## src/rtl/uart_pkg.sv

```systemverilog
// Shared definitions for the UART transmit path: FSM states, frame
// constants and the baud divider helper.
package uart_pkg;

  localparam int DATA_BITS = 8;

  typedef enum logic [2:0] {
    IDLE,
    START,
    DATA,
    PARITY,
    STOP
  } state_t;

  function automatic int clks_per_bit(input int clk_freq, input int baud);
    return clk_freq / baud;
  endfunction

endpackage

```

## src/rtl/uart_baud_gen.sv

```systemverilog
// Bit-period divider: free-running modulo-CLKS_PER_BIT counter with a
// synchronous clear and a one-cycle tick on terminal count.
module uart_baud_gen #(
  parameter int CLKS_PER_BIT = 868
) (
  input  logic clk,
  input  logic rst_n,
  input  logic clr,
  output logic bit_tick
);

  localparam int CW = (CLKS_PER_BIT > 2) ? $clog2(CLKS_PER_BIT) : 1;
  localparam logic [CW-1:0] TERM = CW'(CLKS_PER_BIT - 1);

  logic [CW-1:0] cnt;

  always_ff @(posedge clk or negedge rst_n) begin
    if (!rst_n)                  cnt <= '0;
    else if (clr || cnt == TERM) cnt <= '0;
    else                         cnt <= cnt + 1'b1;
  end

  assign bit_tick = (cnt == TERM);

endmodule

```

## src/rtl/uart_tx_core.sv

```systemverilog
// UART transmitter: start bit, 8 data bits LSB first, optional parity,
// 1 or 2 stop bits. TX and READY come straight from flops.
module uart_tx_core
  import uart_pkg::*;
#(
  parameter int CLK_FREQ   = 100_000_000,
  parameter int BAUD       = 115_200,
  parameter int PARITY_EN  = 0,
  parameter int PARITY_ODD = 0,
  parameter int STOP_BITS  = 1
) (
  input  logic       clk,
  input  logic       rst_n,
  input  logic       send,
  input  logic [7:0] data,
  output logic       ready,
  output logic       tx
);

  localparam int CPB = clks_per_bit(CLK_FREQ, BAUD);

  state_t     state;
  logic [7:0] shreg;
  logic [3:0] bitcnt;
  logic       stopcnt;
  logic       par;
  logic       bit_tick;

  // Counter is held in reset while idle, so the accept edge starts a fresh period.
  uart_baud_gen #(.CLKS_PER_BIT(CPB)) u_baud (
    .clk      (clk),
    .rst_n    (rst_n),
    .clr      (state == IDLE),
    .bit_tick (bit_tick)
  );

  always_ff @(posedge clk or negedge rst_n) begin
    if (!rst_n) begin
      state   <= IDLE;
      shreg   <= '0;
      bitcnt  <= '0;
      stopcnt <= 1'b0;
      par     <= 1'b0;
      tx      <= 1'b1;
      ready   <= 1'b1;
    end else begin
      case (state)
        IDLE: begin
          tx    <= 1'b1;
          ready <= 1'b1;
          if (send) begin
            shreg  <= data;
            bitcnt <= '0;
            par    <= (PARITY_ODD != 0);
            state  <= START;
            tx     <= 1'b0;
            ready  <= 1'b0;
          end
        end
        START: if (bit_tick) begin
          state <= DATA;
          tx    <= shreg[0];
        end
        DATA: if (bit_tick) begin
          par    <= par ^ shreg[0];
          shreg  <= {1'b0, shreg[7:1]};
          bitcnt <= bitcnt + 4'd1;
          if (bitcnt == 4'(DATA_BITS - 1)) begin
            stopcnt <= 1'b0;
            if (PARITY_EN != 0) begin
              state <= PARITY;
              tx    <= par ^ shreg[0];
            end else begin
              state <= STOP;
              tx    <= 1'b1;
            end
          end else begin
            tx <= shreg[1];
          end
        end
        PARITY: if (bit_tick) begin
          state   <= STOP;
          stopcnt <= 1'b0;
          tx      <= 1'b1;
        end
        STOP: if (bit_tick) begin
          if (stopcnt == (STOP_BITS == 2)) begin
            state <= IDLE;
            ready <= 1'b1;
          end else begin
            stopcnt <= 1'b1;
          end
          tx <= 1'b1;
        end
        default: begin
          state <= IDLE;
          tx    <= 1'b1;
          ready <= 1'b1;
        end
      endcase
    end
  end

endmodule

```

## config.mk

```make
export PLATFORM = sky130hd
export DESIGN_NAME = uart_tx_core
export DESIGN_NICKNAME = d
export VERILOG_FILES = /design/src/rtl/uart_pkg.sv /design/src/rtl/uart_baud_gen.sv /design/src/rtl/uart_tx_core.sv
export SDC_FILE = /design/constraint.sdc
export NUM_CORES = 1
export LEC_CHECK = 0
export ABC_AREA = 1
export CAP_MARGIN = 40
export CORE_MARGIN = 4
export CORE_UTILIZATION = 54
export CTS_BUF_LIST = sky130_fd_sc_hd__clkbuf_8
export DETAILED_ROUTE_END_ITERATION = 8
export PLACE_DENSITY = 0.78
export SYNTH_ARGS = -nofsm -noshare
export SYNTH_HDL_FRONTEND = slang
export SYNTH_SLANG_ARGS = --single-unit
```

## constraint.sdc

```tcl
create_clock -name clk -period 1.4 [get_ports clk]
set_input_delay 0.14 -clock clk [delete_from_list [all_inputs] [get_ports clk]]
set_output_delay 0.14 -clock clk [all_outputs]
set_load 0.02 [all_outputs]
```

==> metrics.yaml, run 1 <==
crit_path_end_kind: "register"
synth_cell_type_count: 31
synth_top_family_by_area: "simple AND/OR/NAND/NOR gates"
r2r_end: "shreg[4]$_DFFE_PN0P_"
worstSetupPathType: "register to register"
ir_worst_vdd_uv: 1380
routed_wl_mm: 3.47
fp.dieH_um: 62.0
cp-startpoint: "u_baud.cnt[0]$_DFF_PN0_"
finalInstanceArea_um2: 1950
fmax_ghz: 0.733
grt_max_degree: 28
cp.required_ns: 1.57
fillCellCount: 221
first_iter_violations: 112
track_usage_pct: 20.1
cts_tree: "yes"
relSlewSlack_pct: 77.6
reg2reg_depth: 8
gp_congestion: 0.867
dp_slack_ns: -0.0129
grt_pass1_wl_mm: 5.72
crit_chain: "ha_4 -> nand2_4 -> nor2_4 -> nand3_4 -> nor2_4 -> nor2_4 -> nand2_1 -> nand2_1"
synth_fp_nets: 209
rsz0062_at_grt: "yes"
syn_inst: 196
vias: 1385
syn_area_per_cell_um2: 8.04
period_share_pct: 97.5
ys_warn_count: 0
cp_max_fo: 5
period_minus_slack_ns: 1.36
worstMarginPinSlew_ns: 0.336
fin_ws_ns: 0.0356
synth.area.top_cells: "dfrtp_1 (40%), nand2_1 (16%), nand2_2 (4.8%)"
layout-drive-gt1-share_pct: 27.0
insertion_delay_ns: 0.28
hold_viol_final: 0
crit_top_cell: "nor2_4"
setup_viol: 0
synth_mux_area_share_pct: 0
synth_compound_area_share_pct: 4.53
die-area_um2: 3850
cap_violations: 0
fp.dieW_um: 62.0
root_buffer: "clkbuf_8"
grt_pass1_vias: 1329
drc: 0
cp_top_family: "simple AND/OR/NAND/NOR gates"
fin_nets: 240
grt-ovfl-total: 0
outcome: "finished clean"
postPlaceCellArea_um2: 1810
rows: 19
ff2ff_setup_slack_ns: 0.04
drtAntennaViolNets: 0
synthSimpleGateAreaFrac_pct: 42.0
dp_hpwl_mm: 2.41
clk_path_buf_depth: 2
path_clk_slew_ns: 0.10
finalMaxSlewViolations: 0
crit_end: "shreg[4]$_DFFE_PN0P_"
vias_per_cell: 5.39
r2r_start: "u_baud.cnt[0]$_DFF_PN0_"
yosys.area.top_type: "dfrtp_1"
core_um2: 2780
worstSetupPathDepth: 8
arrival_ns: 1.53
crit_buf_inv: 0
static-leakage-power_nw: 0.958
min_path_type: "primary input to async pin"
power.total_mw: 3.36
synthAdderAreaFrac_pct: 1.59
portBuffers: 12
synth-seq-area-share_pct: 43.1
synth.top_cell.area_share_pct: 39.7
num_antenna_cells: 0
antenna_found_initial: 0
power_density_nw_per_um2: 1720
syn2layout_area_growth_pct: 24.1
initial_core_util_pct: 56.6
syn-cell-area_um2: 1580
start_kind: "register"
cts_max_level: 1
ys_ff_latch: 27
routedWlPerCell_um: 13.5
first_pass_iters: 4
cp_slowest_stage_delay_ns: 0.41
cts.sinks: 27
cp_slowest_cell: "dfrtp_1"
cts_hold_buf: 0
boundaryPins: 13
hold_ws_ns: 0.213
fin_worst_skew_ns: 0.0119
synth-xor-area-share_pct: 1.67
cts_buffers: 3
==> worst min path at each step <==
stage | startpoint | endpoint | slack [ns] | cells past startpoint
after floorplan | rst_n | bitcnt[0]$_DFFE_PN0P_ | -0.16 | 0
after global placement | shreg[5]$_DFFE_PN0P_ | shreg[5]$_DFFE_PN0P_ | 0.46 | 2
after detailed placement | shreg[3]$_DFFE_PN0P_ | shreg[3]$_DFFE_PN0P_ | 0.46 | 2
after CTS | rst_n | shreg[0]$_DFFE_PN0P_ | 0.23 | 2
after global routing | rst_n | shreg[0]$_DFFE_PN0P_ | 0.24 | 2
final | rst_n | state[2]$_DFFE_PN0P_ | 0.21 | 2
==> flip-flops by register name, indices dropped and copies added (netlist names) <==
signal	flops
tx	1
ready	1
shreg	8
bitcnt	4
state	3
u_baud.cnt	10
==> worst register-to-register path: stages (launching register included) <==
cell and delay [ns]:
dfrtp_1 0.41, ha_4 0.18, nand2_4 0.06, nor2_4 0.11, nand3_4 0.11, nor2_4 0.17, nor2_4 0.08, nand2_1 0.07
nand2_1 0.07
==> per-stage QoR <==
stage | utilization (%) | TNS, ns | std cells
floorplan | - | 0 | 196
global placement | 65.2 | 0 | 249
detailed placement | 65.2 | -0.0129 | 249
CTS | 68.2 | 0 | 256
global route | 70.3 | -0.487 | 257
finish | 70.3 | 0 | 257
==> layout make-up <==
type,instances,area (um2),share of cell area [%]
flip-flops and latches,27,679,34.8
clock inverters,1,7.51,0.384
multi-input cells,148,860,44.0
repair buffers,27,243,12.4
well taps,31,38.8,1.98
inverters,20,85.1,4.35
clock buffers,3,41.3,2.11
==> cell usage after synthesis <==
master    number
nand2_1       66
dfrtp_1       25
nor2_1        16
inv_1         14
nand2_2       12
nand3_1       10
nor3_1         6
a21oi_1        5
nand4_1        5
inv_2          3
nor2_4         3
nor3b_1        3
o21ai_0        3
o21ai_1        3
dfstp_2        2
ha_1           2
inv_4          2
nand3_4        2
xor2_1         2
buf_12         1
buf_4          1
clkinv_4       1
nand2_4        1
nand3_2        1
nor2_2         1
nor2_8         1
nor3_4         1
nor3b_2        1
o21ai_2        1
o21bai_1       1
xnor2_1        1
==> kinds of logic after synthesis <==
group                    Yosys count
AND/OR/NAND/NOR                  129
flip-flops                        27
buffers and inverters             22
AO/OA/AOI/OAI                     13
XOR/XNOR                           3
adder cells (fa/ha/maj)            2
==> layer usage <==
| metal | vias up | share of wire [%] | GRT usage, % |
|---|---|---|---|
| met3 | 8 | 5.3 | 3.51 |
| li1 | 678 | - | - |
| met2 | 49 | 49 | 33.3 |
| met4 | 0 | 1.9 | 8.48 |
| met5 | - | 0 | 0 |
| met1 | 650 | 43 | 25.7 |
==> what timing repair did <==
item | CTS | global route
setup endpoints to repair | 10 | 19
resized for setup | 6 | 11
endpoints found under the hold margin | 0 | 0
pin swaps | 2 | 4
buffers inserted | 2 | 1
gates cloned | 1 | 0
==> report_power, final <==
part           internal, mW  switching (mW)
clock                 0.202           0.256
combinational         0.670            1.04
sequential             1.03           0.161
total                  1.90            1.46
==> cells in the final DEF (no fill, tap or decap), drive strengths merged <==
cell type	netlist	final
nor3b	4	4
clkdlybuf4s50	0	10
dlygate4sd2	0	2
inv	19	19
nor3	7	7
nand4	5	5
clkbuf	0	3
o21ai	7	7
clkinv	1	1
xnor2	1	1
clkinvlp	0	1
ha	2	2
a21oi	5	5
buf	2	15
xor2	2	2
nand3	13	13
dfrtp	25	25
dfstp	2	2
nand2	79	79
o21bai	1	1
nor2	21	22
(Power assumes the default switching activity.)
==> inputs of run 2 (changes only) <==
REMOVE_ABC_BUFFERS = 1   (was not set)
==> metrics.yaml, run 2 (synthesis results as in run 1) <==
outcome: "finished clean"
routedWlPerCell_um: 14.0  # +3.4%
vias: 1390  # +0.36%
first_iter_violations: 82  # -27%
period_share_pct: 99.6  # +2.1 points
initial_core_util_pct: 56.6  # unchanged
cts_hold_buf: 0  # unchanged
grt_max_degree: 28  # unchanged
cp_slowest_cell: "dfrtp_2"
top_layer: "met4"
boundaryPins: 13  # unchanged
cp.required_ns: 1.57  # about the same
largest_reg_flops: 10  # unchanged
final_cell_mix: "nand2_1 (62), dfrtp_1 (23), nand2_2 (15)"
seqCellArea_um2: 681  # +0.18%
r2r_end: "bitcnt[3]$_DFFE_PN0P_"
drtAntennaViolNets: 0  # unchanged
crit_path_end_kind: "register"
drc: 0  # unchanged
cts_buffers: 3  # unchanged
fp.dieW_um: 62.0  # unchanged
cts_tree: "yes"
grt_pass1_wl_mm: 6.16  # +7.7%
routed_wl_mm: 3.56  # +2.6%
cp_top_family: "simple AND/OR/NAND/NOR gates"
rows: 19  # unchanged
route.met2.wl_mm: 1.87  # +9.0%
dp_slack_ns: -0.0462  # -0.0333 ns
fp.dieH_um: 62.0  # unchanged
insertion_delay_ns: 0.27  # about the same
layout-drive-gt1-share_pct: 27.7  # +0.69 points
start_kind: "register"
relSlewSlack_pct: 77.0  # -0.65 points
root_buffer: "clkbuf_8"
r2r_start: "u_baud.cnt[1]$_DFF_PN0_"
cp_max_fo: 5  # unchanged
fillCellCount: 229  # +3.6%
setup_tns_ns: 0  # unchanged
cp_slowest_stage_delay_ns: 0.42  # about the same
worstSetupPathType: "register to register"
cts.sinks: 27  # unchanged
wl_met1_mm: 1.50  # -0.46%
fin_worst_skew_ns: 0.00411  # -0.00782 ns
portBuffers: 12  # unchanged
postPlaceCellArea_um2: 1810  # -0.28%
static-leakage-power_nw: 0.952  # -0.65%
fin_ws_ns: 0.00595  # -0.0297 ns
rsz0062_at_grt: "yes"
grt-ovfl-total: 0  # unchanged
arrival_ns: 1.56  # +0.03 ns
clk_path_buf_depth: 2  # unchanged
antenna_found_initial: 0  # unchanged
vias_per_cell: 5.45  # +1.1%
ff2ff_setup_slack_ns: 0.006  # -0.03 ns
crit_buf_inv: 0  # unchanged
num_antenna_cells: 0  # unchanged
min_path_type: "primary input to async pin"
fin_nets: 238  # -0.83%
multi_input_area_um2: 870  # +1.2%
first_pass_iters: 6  # +2
crit_chain: "ha_4 -> nand2_4 -> nor2_4 -> nand3_4 -> nor2_4 -> nor2_2 -> nand2_1 -> nand2_1"
fmax_ghz: 0.717  # -2.1%
track_usage_pct: 21.4  # +1.3 points
reg2reg_depth: 8  # unchanged
setup_viol: 0  # unchanged
hold_ws_ns: 0.232  # +0.0191 ns
grt_pass1_vias: 1427  # +7.4%
power.total_mw: 3.35  # -0.39%
ir_worst_vdd_uv: 1420  # +2.3%
hold_viol_final: 0  # unchanged
finalInstanceArea_um2: 1950  # -0.38%
cap_violations: 0  # unchanged
finalMaxSlewViolations: 0  # unchanged
die-area_um2: 3850  # unchanged
top_register: "u_baud.cnt"
wl_met3_um: 177  # -3.3%
cts_max_level: 1  # unchanged
period_minus_slack_ns: 1.39  # +0.0297 ns
power_density_nw_per_um2: 1720  # about the same
path_clk_slew_ns: 0.09  # about the same
dp_hpwl_mm: 2.52  # +4.5%
worstMarginPinSlew_ns: 0.346  # +0.00973 ns
final_common_cell: "nand2_1"
core_um2: 2780  # unchanged
syn2layout_area_growth_pct: 23.6
gp_congestion: 0.914  # +5.4%
top_regs: "u_baud.cnt x10, shreg x8, bitcnt x4"
==> run 2: routing by layer <==
layer | vias up | GRT usage [%]
met2 | 49 | 36.2
met5 | - | 0
met1 | 653 | 27.5
met4 | 0 | 5.76
met3 | 4 | 4.55
li1 | 684 | -
==> run 2: report_power, final <==
group	internal [mW]	switching (mW)	total [mW]	leakage (nW)
Clock	0.196	0.232	0.428	0.0269
Combinational	0.664	1.06	1.72	0.576
Sequential	1.03	0.165	1.20	0.349
==> run 2: cell type report <==
class,instances,share of cell area (%)
clock buffer,3,2.12
timing repair buffer,25,11.7
tap,31,1.99
inverter,20,4.37
clock inverter,1,0.193
sequential,27,35.0
multi-input combinational,148,44.7
==> run 2: worst reg2reg max path, delay by kind of cell, from the launching register on <==
| family | cells | cell delay (ns) |
|---|---|---|
| adders and majority gates | 1 | 0.18 |
| and+or+nand+nor | 7 | 0.71 |
| DFF | 1 | 0.42 |
==> run 2: timing repair <==
item	CTS	global route
cloned	1	0
pin swaps	2	4
resized for setup	9	14
setup endpoints to repair	16	22
setup buffers	0	1
==> run 2: worst max-delay path by stage <==
stage                                        from               endpoint  slack, ns  depth (start not counted)
after floorplan           u_baud.cnt[0]$_DFF_PN0_   state[1]$_DFFE_PN0P_      -0.02                          8
after global routing      u_baud.cnt[1]$_DFF_PN0_   shreg[3]$_DFFE_PN0P_      -0.07                          8
after global placement    u_baud.cnt[1]$_DFF_PN0_   state[0]$_DFFE_PN0P_       0.05                          8
after detailed placement  u_baud.cnt[1]$_DFF_PN0_   state[1]$_DFFE_PN0P_      -0.05                          8
final                     u_baud.cnt[1]$_DFF_PN0_  bitcnt[3]$_DFFE_PN0P_      0.006                          8
after CTS                 u_baud.cnt[3]$_DFF_PN0_   shreg[3]$_DFFE_PN0P_       0.02                          8
==> run 2: through the flow <==
stage          std cells  util, %
2_1_floorplan        194        -
4_1_cts              254     68.1
3_5_place_dp         249     65.0
3_3_place_gp         249     65.0
6_report             255     70.0
5_1_grt              255     70.0
==> inputs of run 3 (changes only) <==
CORE_UTILIZATION = 59   (was 54)
DONT_BUFFER_PORTS = 1   (was not set)
==> metrics.yaml, run 3 (synthesis results as in run 1) <==
power.total_mw: 3.38  # +0.87%
top_register: "u_baud.cnt"
hold_ws_ns: 0.0792  # -0.153 ns
setup_viol: 2  # +2
cts_buffers: 3  # unchanged
root_buffer: "clkbuf_8"
grt_pass1_vias: 1394  # -2.3%
stdcell_count: 250  # -2.0%
hp-start: "data[3]"
antenna_found_initial: 0  # unchanged
grt-ovfl-total: 0  # unchanged
clk_path_buf_depth: 2  # unchanged
gp_congestion: 0.938  # +2.6%
dp_hpwl_mm: 2.21  # -13%
start_kind: "register"
drtAntennaViolNets: 0  # unchanged
min_path_type: "primary input to register"
place_inst: 236  # -5.2%
cp_max_fo: 5  # unchanged
cp_slowest_cell: "dfrtp_1"
crit_chain: "inv_1 -> nand2_4 -> nor2_4 -> nand3_4 -> nor2_4 -> nor2_4 -> nand2_1 -> nand2_1"
insertion_delay_ns: 0.27  # about the same
cts_max_level: 1  # unchanged
rows: 18  # -1
cp-startpoint: "u_baud.cnt[3]$_DFF_PN0_"
worstSetupPathType: "register to register"
portBuffers: 0  # -12
violations: "setup timing"
worstMarginPinSlew_ns: 0.317  # -0.0281 ns
relSlewSlack_pct: 78.8  # +1.9 points
hold_viol_final: 0  # unchanged
ir_worst_vdd_uv: 1560  # +10%
fin_ws_ns: -0.0121  # -0.0181 ns
outcome: "finished, violations left"
fin_nets: 234  # -1.7%
crit_top_cell: "nor2_4"
arrival_ns: 1.58  # +0.02 ns
rsz0062_at_grt: "yes"
fp.dieW_um: 59.7  # -3.8%
fp.dieH_um: 59.7  # -3.8%
cts_tree: "yes"
num_antenna_cells: 0  # unchanged
period_share_pct: 101  # +1.3 points
drc: 0  # unchanged
cap_violations: 0  # unchanged
vias: 1411  # +1.5%
path_clk_slew_ns: 0.09  # about the same
final_common_cell: "nand2_1"
routedWlPerCell_um: 14.2  # +1.9%
fmax_ghz: 0.708  # -1.3%
initial_core_util_pct: 62.5  # +5.8 points
cts.sinks: 27  # unchanged
period_minus_slack_ns: 1.41  # +0.0181 ns
top_regs: "u_baud.cnt x10, shreg x8, bitcnt x4"
routed_wl_mm: 3.56  # about the same
crit_path_end_kind: "register"
first_pass_iters: 5  # -1
finalInstanceArea_um2: 1910  # -1.9%
static-leakage-power_nw: 0.934  # -1.9%
finalMaxSlewViolations: 0  # unchanged
power_density_nw_per_um2: 1770  # +2.9%
track_usage_pct: 21.9  # +0.56 points
cp_slowest_stage_delay_ns: 0.41  # about the same
layout-drive-gt1-share_pct: 30.0  # +2.3 points
postPlaceCellArea_um2: 1680  # -7.4%
core_um2: 2520  # -9.3%
grt_pass1_wl_mm: 5.98  # -2.9%
first_iter_violations: 89  # +8.5%
fin_worst_skew_ns: 0.00616  # +0.00204 ns
largest_reg_flops: 10  # unchanged
die-area_um2: 3560  # -7.4%
vias_per_cell: 5.64  # +3.5%
grt_max_degree: 28  # unchanged
syn2layout_area_growth_pct: 21.2
final_cell_mix: "nand2_1 (63), dfrtp_1 (24), buf_4 (17)"
r2r_start: "u_baud.cnt[3]$_DFF_PN0_"
boundaryPins: 13  # unchanged
cp.required_ns: 1.57  # about the same
-- run 3: area by class of cell --
class	count	area (um2)
multi-input combinational	148	883
sequential	27	679
fill	161	613
timing repair buffer	21	179
inverter	20	85.1
clock buffer	3	41.3
tap	30	37.5
clock inverter	1	3.75
-- run 3: where the power goes --
group / leakage, nW / switching, mW / total (mW) / internal, mW
registers: 0.350 / 0.202 / 1.23 / 1.03
logic: 0.557 / 1.03 / 1.70 / 0.675
clock network: 0.0269 / 0.243 / 0.440 / 0.197
-- run 3: worst paths after layout --
kind,endpoint,slack [ns],cells past startpoint
worst max-delay path,shreg[6]$_DFFE_PN0P_,-0.01,8
worst min-delay path,shreg[3]$_DFFE_PN0P_,0.08,4
worst max register to register,shreg[6]$_DFFE_PN0P_,-0.01,8
worst min register to register,shreg[0]$_DFFE_PN0P_,0.49,2
max in group asynchronous,ready$_DFFE_PN1P_,0.88,2
min in group asynchronous,state[2]$_DFFE_PN0P_,0.29,2
-- run 3: per-stage QoR --
step / TNS (ns) / utilization (%) / setup WS, ns
floorplan: -0.0362 / - / -0.0197
global placement: 0 / 66.4 / 0.0445
detailed placement: -0.249 / 66.4 / -0.0375
CTS: 0 / 72.3 / 0.00214
global route: -0.797 / 75.7 / -0.0714
finish: -0.0197 / 75.7 / -0.0121
-- run 3: per-layer routing --
layer | routed length (um) | up-vias | part of all wire (%) | GRT usage [%]
li1 | - | 675 | - | -
met1 | 1460 | 676 | 41 | 27.2
met2 | 1790 | 49 | 50 | 39.0
met3 | 199 | 11 | 5.6 | 3.67
met4 | 100 | 0 | 2.8 | 6.01
met5 | 0 | - | 0 | 0
-- run 3: repair_timing --
action | CTS | global route
pin swaps | 9 | 9
gates cloned | 1 | 0
gates resized for setup | 9 | 14
setup buffers | 2 | 4
hold endpoints to repair | 28 | 0
hold buffers | 3 | 0
setup endpoints to repair | 14 | 18
-- run 3: critical path: cells and delay by family, from the launching register on --
| kind | cells | cell delay (ns) |
|---|---|---|
| and+or+nand+nor | 7 | 0.75 |
| DFF | 1 | 0.41 |
| buffers and inverters | 1 | 0.15 |
